**src/rtl/conv_mac_seq.sv**
```systemverilog
// Sequential SIZE x SIZE convolution MAC: one tap per cycle into a wide accumulator,
// then shift / optional ReLU / saturation to a WIDTH_BIT signed result behind a valid/ready handshake.
module conv_mac_seq #(
   parameter int SIZE      = 3,
   parameter int WIDTH_BIT = 8,
   parameter int ACC_WIDTH = 2*WIDTH_BIT + $clog2(SIZE*SIZE),
   parameter int SHIFT     = 0
) (
   input  logic                                        clock,
   input  logic                                        reset,
   input  logic                                        k_we,
   input  logic [$clog2(SIZE*SIZE)-1:0]                k_addr,
   input  logic signed [WIDTH_BIT-1:0]                 k_data,
   input  logic                                        relu_en,
   input  logic                                        in_valid,
   output logic                                        in_ready,
   input  logic signed [SIZE-1:0][SIZE-1:0][WIDTH_BIT-1:0] in_window,
   output logic                                        out_valid,
   input  logic                                        out_ready,
   output logic signed [WIDTH_BIT-1:0]                 out_data,
   output logic                                        out_sat,
   output logic                                        busy
);

   localparam int N     = SIZE*SIZE;
   localparam int IDX_W = $clog2(N);
   localparam logic signed [ACC_WIDTH-1:0] OUT_MAX = ACC_WIDTH'(2**(WIDTH_BIT-1) - 1);
   localparam logic signed [ACC_WIDTH-1:0] OUT_MIN = ACC_WIDTH'(-(2**(WIDTH_BIT-1)));

   typedef enum logic [1:0] {IDLE, MAC, NORM, OUT} state_t;

   state_t                        state, state_nxt;
   logic signed [WIDTH_BIT-1:0]   kern   [N];
   logic signed [WIDTH_BIT-1:0]   win_p0 [N];
   logic signed [ACC_WIDTH-1:0]   acc_p1;
   logic [IDX_W-1:0]              idx_p0;
   logic                          relu_p0;
   logic                          accept;
   logic                          k_ok;
   logic                          last_tap;
   logic signed [2*WIDTH_BIT-1:0] prod;
   logic [WIDTH_BIT:0]            norm_res;

   // Floor shift followed by optional ReLU on the full-width accumulator.
   function automatic logic signed [ACC_WIDTH-1:0] shift_relu(
      input logic signed [ACC_WIDTH-1:0] a,
      input logic                        relu
   );
      logic signed [ACC_WIDTH-1:0] r;
      r = a >>> SHIFT;
      if (relu && r[ACC_WIDTH-1]) r = '0;
      return r;
   endfunction

   // Returns {clamped, value} with value limited to the output range.
   function automatic logic [WIDTH_BIT:0] saturate(input logic signed [ACC_WIDTH-1:0] r);
      if (r > OUT_MAX) return {1'b1, OUT_MAX[WIDTH_BIT-1:0]};
      if (r < OUT_MIN) return {1'b1, OUT_MIN[WIDTH_BIT-1:0]};
      return {1'b0, r[WIDTH_BIT-1:0]};
   endfunction

   assign in_ready = (state == IDLE) && !reset;
   assign busy     = (state != IDLE);
   assign accept   = in_valid && in_ready;
   assign k_ok     = k_we && (state == IDLE) && ({1'b0, k_addr} < (IDX_W+1)'(N));
   assign last_tap = (idx_p0 == IDX_W'(N-1));
   assign prod     = win_p0[idx_p0] * kern[idx_p0];
   assign norm_res = saturate(shift_relu(acc_p1, relu_p0));

   always_ff @(posedge clock) begin
      if (reset) state <= IDLE;
      else       state <= state_nxt;
   end

   always_comb begin
      state_nxt = state;
      case (state)
         IDLE:    if (accept) state_nxt = MAC;
         MAC:     if (last_tap) state_nxt = NORM;
         NORM:    state_nxt = OUT;
         OUT:     if (out_ready) state_nxt = IDLE;
         default: state_nxt = IDLE;
      endcase
   end

   // Window capture: flattened row-major so the tap index addresses it directly.
   always_ff @(posedge clock) begin
      if (accept) begin
         for (int r = 0; r < SIZE; r++)
            for (int c = 0; c < SIZE; c++)
               win_p0[r*SIZE+c] <= in_window[r][c];
      end
   end

   // Stage p0 -> p1: accumulate one tap per MAC cycle; NORM registers the result.
   always_ff @(posedge clock) begin
      if (reset) begin
         acc_p1    <= '0;
         idx_p0    <= '0;
         relu_p0   <= 1'b0;
         out_valid <= 1'b0;
         out_data  <= '0;
         out_sat   <= 1'b0;
         for (int i = 0; i < N; i++) kern[i] <= '0;
      end else begin
         if (k_ok) kern[k_addr] <= k_data;
         case (state)
            IDLE: begin
               if (accept) begin
                  relu_p0 <= relu_en;
                  acc_p1  <= '0;
                  idx_p0  <= '0;
               end
            end
            MAC: begin
               acc_p1 <= acc_p1 + ACC_WIDTH'(prod);
               idx_p0 <= idx_p0 + IDX_W'(1);
            end
            NORM: begin
               out_data  <= norm_res[WIDTH_BIT-1:0];
               out_sat   <= norm_res[WIDTH_BIT];
               out_valid <= 1'b1;
            end
            OUT: begin
               if (out_ready) out_valid <= 1'b0;
            end
            default: ;
         endcase
      end
   end

endmodule

```
**config.mk**
```make
export PLATFORM = sky130hd
export DESIGN_NAME = conv_mac_seq
export DESIGN_NICKNAME = d
export VERILOG_FILES = /design/src/rtl/conv_mac_seq.sv
export SDC_FILE = /design/constraint.sdc
export NUM_CORES = 1
export LEC_CHECK = 0
export CORE_AREA = 3 3 114 198
export CTS_CLUSTER_SIZE = 20
export DETAILED_ROUTE_END_ITERATION = 10
export DIE_AREA = 0 0 117 201
export HOLD_SLACK_MARGIN = 0.12
export PLACE_DENSITY = 0.86
export REMOVE_ABC_BUFFERS = 1
export SLEW_MARGIN = 10
export SYNTH_ARGS = -nofsm -noshare
export SYNTH_HDL_FRONTEND = slang
export SYNTH_SLANG_ARGS = --single-unit
```
**constraint.sdc**
```tcl
create_clock -name clock -period 28.2 [get_ports clock]
set_clock_uncertainty 0.15 [all_clocks]
set_input_delay 7.05 -clock clock [delete_from_list [all_inputs] [get_ports clock]]
set_output_delay 7.05 -clock clock [all_outputs]
set_load 0.02 [all_outputs]
```
==> impl_results.md, run 1 <==
- Final wirelength: roughly 28,000 um
- Startpoint Class: input pin
- Core Area: 0.0210 mm2
- Tot GR Track Use: 0.254
- Initial DRC Count: 431
- Seq/Total Area, Yosys: 0.507
- Setup bufs post-CTS: 0
- First-pass GRT wire length: roughly 46,000 um
- Largest net degree at the start of global routing: 76
- RSZ-0062 raised after global routing: no
- Hold crit path type: flip-flop to flip-flop
- Metal-1 WL: between 9000 and 10,000 um
- WL met2: approximately 16,000 um
- Area growth syn-to-layout: 16.3%
- Library cells used by synthesis: 59
- Seq cells post-synth: roughly 240
- Non-filler instance count after layout: around 1,400
- Min Tclk post-route: 15.87 ns
- Crit share post-route: 0.563
- Peak supply drop: between 100 and 150 uV
- CP Max Fanout: 45
- Count leader, synth: edfxtp_1
- Final hold vios: 0
- Total power: between 1.5 and 2 mW
- # port buffers: 101
- Top layer in use: met4
- Hold-critical path endpoint: out_data[7]$_SDFFE_PP0P_
- Synth Flop Type: edfxtp_1
- Initial antenna violation count: 0
- Required @ worst endpoint: 21.00 ns
- Final nets: roughly 1,400
- Sink Count: ~240
- Setup CP Type: input pin to output port
- CP arrival: 8.67 ns
- Clock buffer depth: 3
- Final setup viols: 0
- Register area: approximately 0.0068 mm2
- Number of vias per cell: approximately 5.8
- Reg-to-reg slack, setup: roughly 21 ns
- Num CTS Buffers: 22
- Fmax: around 63 MHz
- Setup total negative slack: 0 ns
- Placed cell areas: about 0.015 mm2
- Top post-synthesis cells by area: edfxtp_1 (45%), fa_1 (13%), mux4_2 (8.4%)
- I/O pins: about 100
- DRC: 0
- Post-Syn Instances: 982
- Syn Area/Cell: approximately 14 um2
- Top-area cell type share of the netlist area: 0.446
- Post-DP HPWL: ~21,000 um
- Final hold slack: about 0.33 ns
- TritonCTS clock tree: done
- Post-Place Setup Slack: approximately 12 ns
- Area occupied by multi-input gates: 0.00631 mm2
- Outcome: complete, no violations
- Post-placement cell count: 1,369
- Antenna diodes: 0
- Root Buffer: clkbuf_16
- Die area: roughly 0.024 mm2
- PwrDens: between 100 and 150 mW/mm2
- Die Span X: 117 um
- Initial core utilization: 0.641
- CP endpoint kind: output port
- Worst hold path stage count: 2
- Clock Pin Slew Worst Setup and Hold Paths: about 0.060 ns
- Fill count: between 1,000 and 1,500
- Yosys warning count: 0
- GPL Wtd Cong: approximately 0.90
- Final WS setup: approximately 12 ns
- GR Overflow Total: 0
- H-tree depth: 1
- Max cap viols: 0
- Post-synth top cells: edfxtp_1 (200), inv_1 (106), fa_1 (88)
- Routed WL per cell: 20.3 um
- Die height: ~200 um
- Design area: approximately 0.016 mm2
- Row count: 70
- Post-synth EDFFs: 200
- Vias: approximately 8,200
- Worst-margin pin slew: just over 1 ns
- Count of pins over their slew limit: 0
- Async set-or-reset flop fraction in the synthesized netlist: 0
- Post-DRT Antenna Nets: 0
- Worst-skew pair later-pin latency: a little over 0.5 ns
- Path depth of the worst reg2reg path: 20
- Layout cells sized above 1: 0.112
- Pleak: around 6.1 nW
- Final core utilization: 0.745
- Initial DRT Pass Iterations: 5
- Vias in the first global route: 8,983
- CTS Hold Bufs: 0
- Met3 WL: 1140 um
- Synth area leader: edfxtp_1
- Min-delay src: out_data[7]$_SDFFE_PP0P_
- Reg2reg end: acc_p1[19]$_SDFFE_PP0P_
- Resized Gates After CTS: 0
- Post-Syn Area: between 0.01 and 0.015 mm2
- Max_slew headroom: 0.324
[sequential cells by signal (all words and copies together), names as in the netlist, named ones only]
| name | count |
|---|---|
| kern | 128 |
| win_p0 | 72 |
| out_sat | 1 |
| state | 2 |
| acc_p1 | 20 |
| relu_p0 | 1 |
| idx_p0 | 4 |
| out_valid | 1 |
| out_data | 8 |
[logic make-up (layout without fill, tap and decap cells)]
logic type / after synthesis / after routing / share of synthesized area
XOR/XNOR: 14 / 14 / 0.00910
buffers and inverters: 136 / 253 / 0.0410
adder cells (fa/ha/maj): 141 / 141 / 0.180
flip-flops: 241 / 241 / 0.507
AO/OA/AOI/OAI: 101 / 101 / 0.0556
AND/OR/NAND/NOR: 275 / 275 / 0.106
multiplexers: 73 / 73 / 0.101
other: 1 / 56 / 0.000278
[worst max path at each step]
stage,startpoint,endpoint,cells after the start
4_1_cts,reset,in_ready,4
2_1_floorplan,reset,in_ready,1
3_5_place_dp,reset,in_ready,4
5_1_grt,reset,in_ready,4
3_3_place_gp,reset,in_ready,4
6_report,reset,in_ready,4
[per-layer routing]
layer  track usage  vias to the layer above
li1              -                     3721
met1         0.271                     4125
met2         0.473                      259
met3        0.0296                      107
met4         0.134                        0
met5             0                        -
[critical path: stages]
cell             delay [ns]
clkdlybuf4s50_1        0.46
buf_4                  0.40
nor2_1                 0.15
clkdlybuf4s50_1        0.59
[cell type report]
type | instances | share of cell area
Timing Repair Buffer | 108 | 0.0679
Clock inverter | 11 | 0.0101
Inverter | 108 | 0.0259
Tap cell | 252 | 0.0201
Sequential cell | 241 | 0.436
Clock buffer | 26 | 0.0374
Multi-Input combinational cell | 660 | 0.403
[power by group]
part	switching, mW	internal, mW	total (mW)
logic	0.683	0.525	1.21
clock network	0.123	0.185	0.308
registers	0.0348	0.430	0.465
[layout by cell type, fill, tap and decap left out, drive strengths merged, types with 5 or more instances in the layout]
cell	Yosys	final
ha	53	53
or2	10	10
a22oi	14	14
nor3	7	7
edfxtp	200	200
clkdlybuf4s50	0	101
a211oi	10	10
mux2	6	6
dfxtp	41	41
nor2b	18	18
xnor2	12	12
a21oi	23	23
mux2i	17	17
buf	14	7
nand2	44	44
inv	108	109
fa	88	88
nand2b	19	19
nor2	76	76
clkinv	0	5
o21ai	27	27
clkbuf	14	26
and2	74	74
mux4	50	50
conb	1	56
nand3	5	5
No activity file was read; power rests on OpenSTA's default activity.
==> inputs of run 2 (changes only) <==
--- a/config.mk
+++ b/config.mk
@@ -5,12 +5,12 @@
 export SDC_FILE = /design/constraint.sdc
 export NUM_CORES = 1
 export LEC_CHECK = 0
-export CORE_AREA = 3 3 114 198
+export CORE_AREA = 3 3 119 206
 export CTS_CLUSTER_SIZE = 20
 export DETAILED_ROUTE_END_ITERATION = 10
-export DIE_AREA = 0 0 117 201
+export DIE_AREA = 0 0 122 209
 export HOLD_SLACK_MARGIN = 0.12
-export PLACE_DENSITY = 0.86
+export PLACE_DENSITY = 0.8
 export REMOVE_ABC_BUFFERS = 1
 export SLEW_MARGIN = 10
 export SYNTH_ARGS = -nofsm -noshare
==> constraint.sdc (replaced) <==
create_clock -name clock -period 16.31 [get_ports clock]
set_clock_uncertainty 0.15 [all_clocks]
set_input_delay 4.0775 -clock clock [delete_from_list [all_inputs] [get_ports clock]]
set_output_delay 4.0775 -clock clock [all_outputs]
set_load 0.02 [all_outputs]
==> run 2 against run 1 <==
Compared with the run above: total power up 69%; global-route usage down 2.3 points; combinational power increased by 69%; count of clock-buffer cells in the layout unchanged; clock power grew 68%; via count shrank 2.3%; worst setup slack lost 5.9 ns; critical path type unchanged.
==> impl_results.md, run 2 (same netlist as run 1, synthesis figures left out) <==
- Switching Share: 0.424 (-0.000520)
- DRC: 0 (unchanged)
- Clock Pin Slew Worst Setup and Hold Paths: 0.06 ns (about the same)
- Hold crit path type: flip-flop to flip-flop
- Required @ worst endpoint: 12.08 ns (-8.92 ns)
- TritonCTS clock tree: done
- Outcome: complete, no violations
- Max_slew headroom: 0.350 (+0.0260)
- Die height: 209 um (+4.0%)
- RSZ-0062 raised after global routing: no
- Final core utilization: 0.686 (-0.0595)
- Num CTS Buffers: 23 (+4.5%)
- Post-DP HPWL: 20,400 um (-4.6%)
- Metal-1 WL: 9440 um (+2.9%)
- Setup bufs post-CTS: 0 (unchanged)
- Tot GR Track Use: 0.231 (-0.0230)
- Worst-margin pin slew: 0.975 ns (-0.0390 ns)
- Max cap viols: 0 (unchanged)
- Pleak: 6.12 nW (-0.18%)
- Max FFs per register: 128 (unchanged)
- Number of vias per cell: 5.50 (-5.9%)
- Crit-path cells: clkdlybuf4s50_1 > buf_4 > nor2_1 > clkdlybuf4s50_1
- Peak supply drop: 180 uV (+67%)
- GPL Wtd Cong: 0.863 (-4.0%)
- Routed WL per cell: 19.1 um (-5.5%)
- Top layer in use: met4
- Initial antenna violation count: 1 (+1)
- Clock buffer depth: 3 (unchanged)
- Placed cell areas: 0.0150 mm2 (+0.45%)
- Area growth syn-to-layout: 16.7%
- Design area: 0.0157 mm2 (+0.36%)
- Top Registers: kern: 128 flops, win_p0: 72 flops, acc_p1: 20 flops
- Sink Count: 241 (unchanged)
- Crit share post-route: 0.609
- Core Area: 0.0229 mm2 (+9.1%)
- Initial DRT Pass Iterations: 5 (unchanged)
- Worst-skew pair later-pin latency: 0.51 ns (about the same)
- Commonest cells after routing, fill and taps aside: edfxtp_1 (200), inv_1 (106), clkdlybuf4s50_1 (101)
- Resized Gates After CTS: 0 (unchanged)
- CP dominant cell by count: clkdlybuf4s50_1
- First-pass GRT wire length: 45,100 um (-1.3%)
- Die Span X: 122 um (+4.3%)
- CP endpoint kind: output port
- CTS Hold Bufs: 0 (unchanged)
- Root Buffer: clkbuf_16
- Final setup viols: 0 (unchanged)
- CP arrival: 5.70 ns (-2.97 ns)
- Row count: 73 (+4.3%)
- Top reg by flops: kern
- Initial core utilization: 0.588 (-0.0533)
- Fmax: just over 100 MHz
- Setup CP Type: input pin to output port
- Commonest non-fill, non-tap cell in the layout: edfxtp_1
- CP Max Fanout: 45 (unchanged)
- Part of the power in combinational logic: 0.611 (about the same)
- Crit path max-delay cell type: clkdlybuf4s50_1
- Internal power: 1.93 mW (+69%)
- Startpoint Class: input pin
- GR Overflow Total: 0 (unchanged)
- Post-DRT Antenna Nets: 0 (unchanged)
- Initial DRC Count: 467 (+8.4%)
- P_sw: 1.42 mW (+69%)
- Largest net degree at the start of global routing: 76 (unchanged)
- Met3 WL: 1040 um (-8.2%)
- Layout cells sized above 1: 0.114 (+0.00211)
- # port buffers: 101 (unchanged)
- H-tree depth: 1 (unchanged)
- Vias in the first global route: 8,729 (-2.8%)
- Die area: 0.0255 mm2 (+8.4%)
- PwrDens: 213 mW/mm2 (+69%)
- Vias: 8,025 (-2.3%)
- Final nets: 1,374 (+0.15%)
- Final wirelength: 27,900 um (-1.9%)
- Final hold vios: 0 (unchanged)
- Peak per-stage delay on the critical path: 0.61 ns (+0.02 ns)
- Clock group share of total power: 0.154 (-0.002)
- Setup total negative slack: 0 ns (unchanged)
- Final hold slack: 0.321 ns (-0.0127 ns)
- Min Tclk post-route: ~9.9 ns
- I/O pins: 102 (unchanged)
- Count of pins over their slew limit: 0 (unchanged)
- WL met2: 16,000 um (-1.7%)
- Seq pwr share: 0.235 (about the same)
==> run 2: cell count changes in the layout (fill, tap and decap cells not counted) <==
cell,delta
buf_4,+1
bufinv_16,-2
clkinv_1,+2
clkinv_2,-2
clkinv_4,+1
clkinvlp_2,+2
clkinvlp_4,+1
diode_2,+1
inv_8,+2
==> run 2: area by class of cell <==
class | instances | area, um2
flip-flops and latches | 241 | 6830
clock buffers | 26 | 587
diodes | 1 | 2.50
fillers | 1610 | 7200
clock inverters | 15 | 145
multi-input cells | 660 | 6310
repair buffers | 109 | 1070
well taps | 300 | 375
inverters | 108 | 405
==> run 2: power by group through the flow <==
| stage | combinational (mW) | sequential, mW | clock (mW) |
|---|---|---|---|
| after global placement | 1.99 | 0.796 | 0 |
| after detailed placement | 2.03 | 0.801 | 0 |
| after global routing | 2.31 | 0.795 | 0.550 |
| after CTS | 2.05 | 0.789 | 0.526 |
| after floorplan | 1.54 | 0.810 | 0 |
| final | 2.05 | 0.787 | 0.516 |
==> run 2: per-stage QoR <==
stage / setup slack, ns / std cells / power [mW]
floorplan: 4.77 / 1009 / 2.35
global placement: 6.37 / 1418 / 2.79
detailed placement: 6.35 / 1418 / 2.83
CTS: 6.35 / 1459 / 3.37
global route: 6.29 / 1460 / 3.66
finish: 6.38 / 1460 / 3.35
==> run 2: worst max-delay path, delay by kind of cell <==
kind / cells / cell delay, ns
buffers and inverters: 3 / 1.47
AND/OR/NAND/NOR: 1 / 0.15
==> run 2: worst paths after layout <==
path,start,end,slack (ns),cells past startpoint
min,out_data[7]$_SDFFE_PP0P_,out_data[7]$_SDFFE_PP0P_,0.32,2
min reg2reg,out_data[7]$_SDFFE_PP0P_,out_data[7]$_SDFFE_PP0P_,0.32,2
max reg2reg,flip-flop,acc_p1[19]$_SDFFE_PP0P_,8.80,21
max,reset,in_ready,6.38,4
==> run 2: per-layer routing <==
metal,vias to the layer above,track usage
met5,-,0
met4,0,0.115
met3,76,0.0260
met2,208,0.435
met1,4019,0.251
li1,3722,-
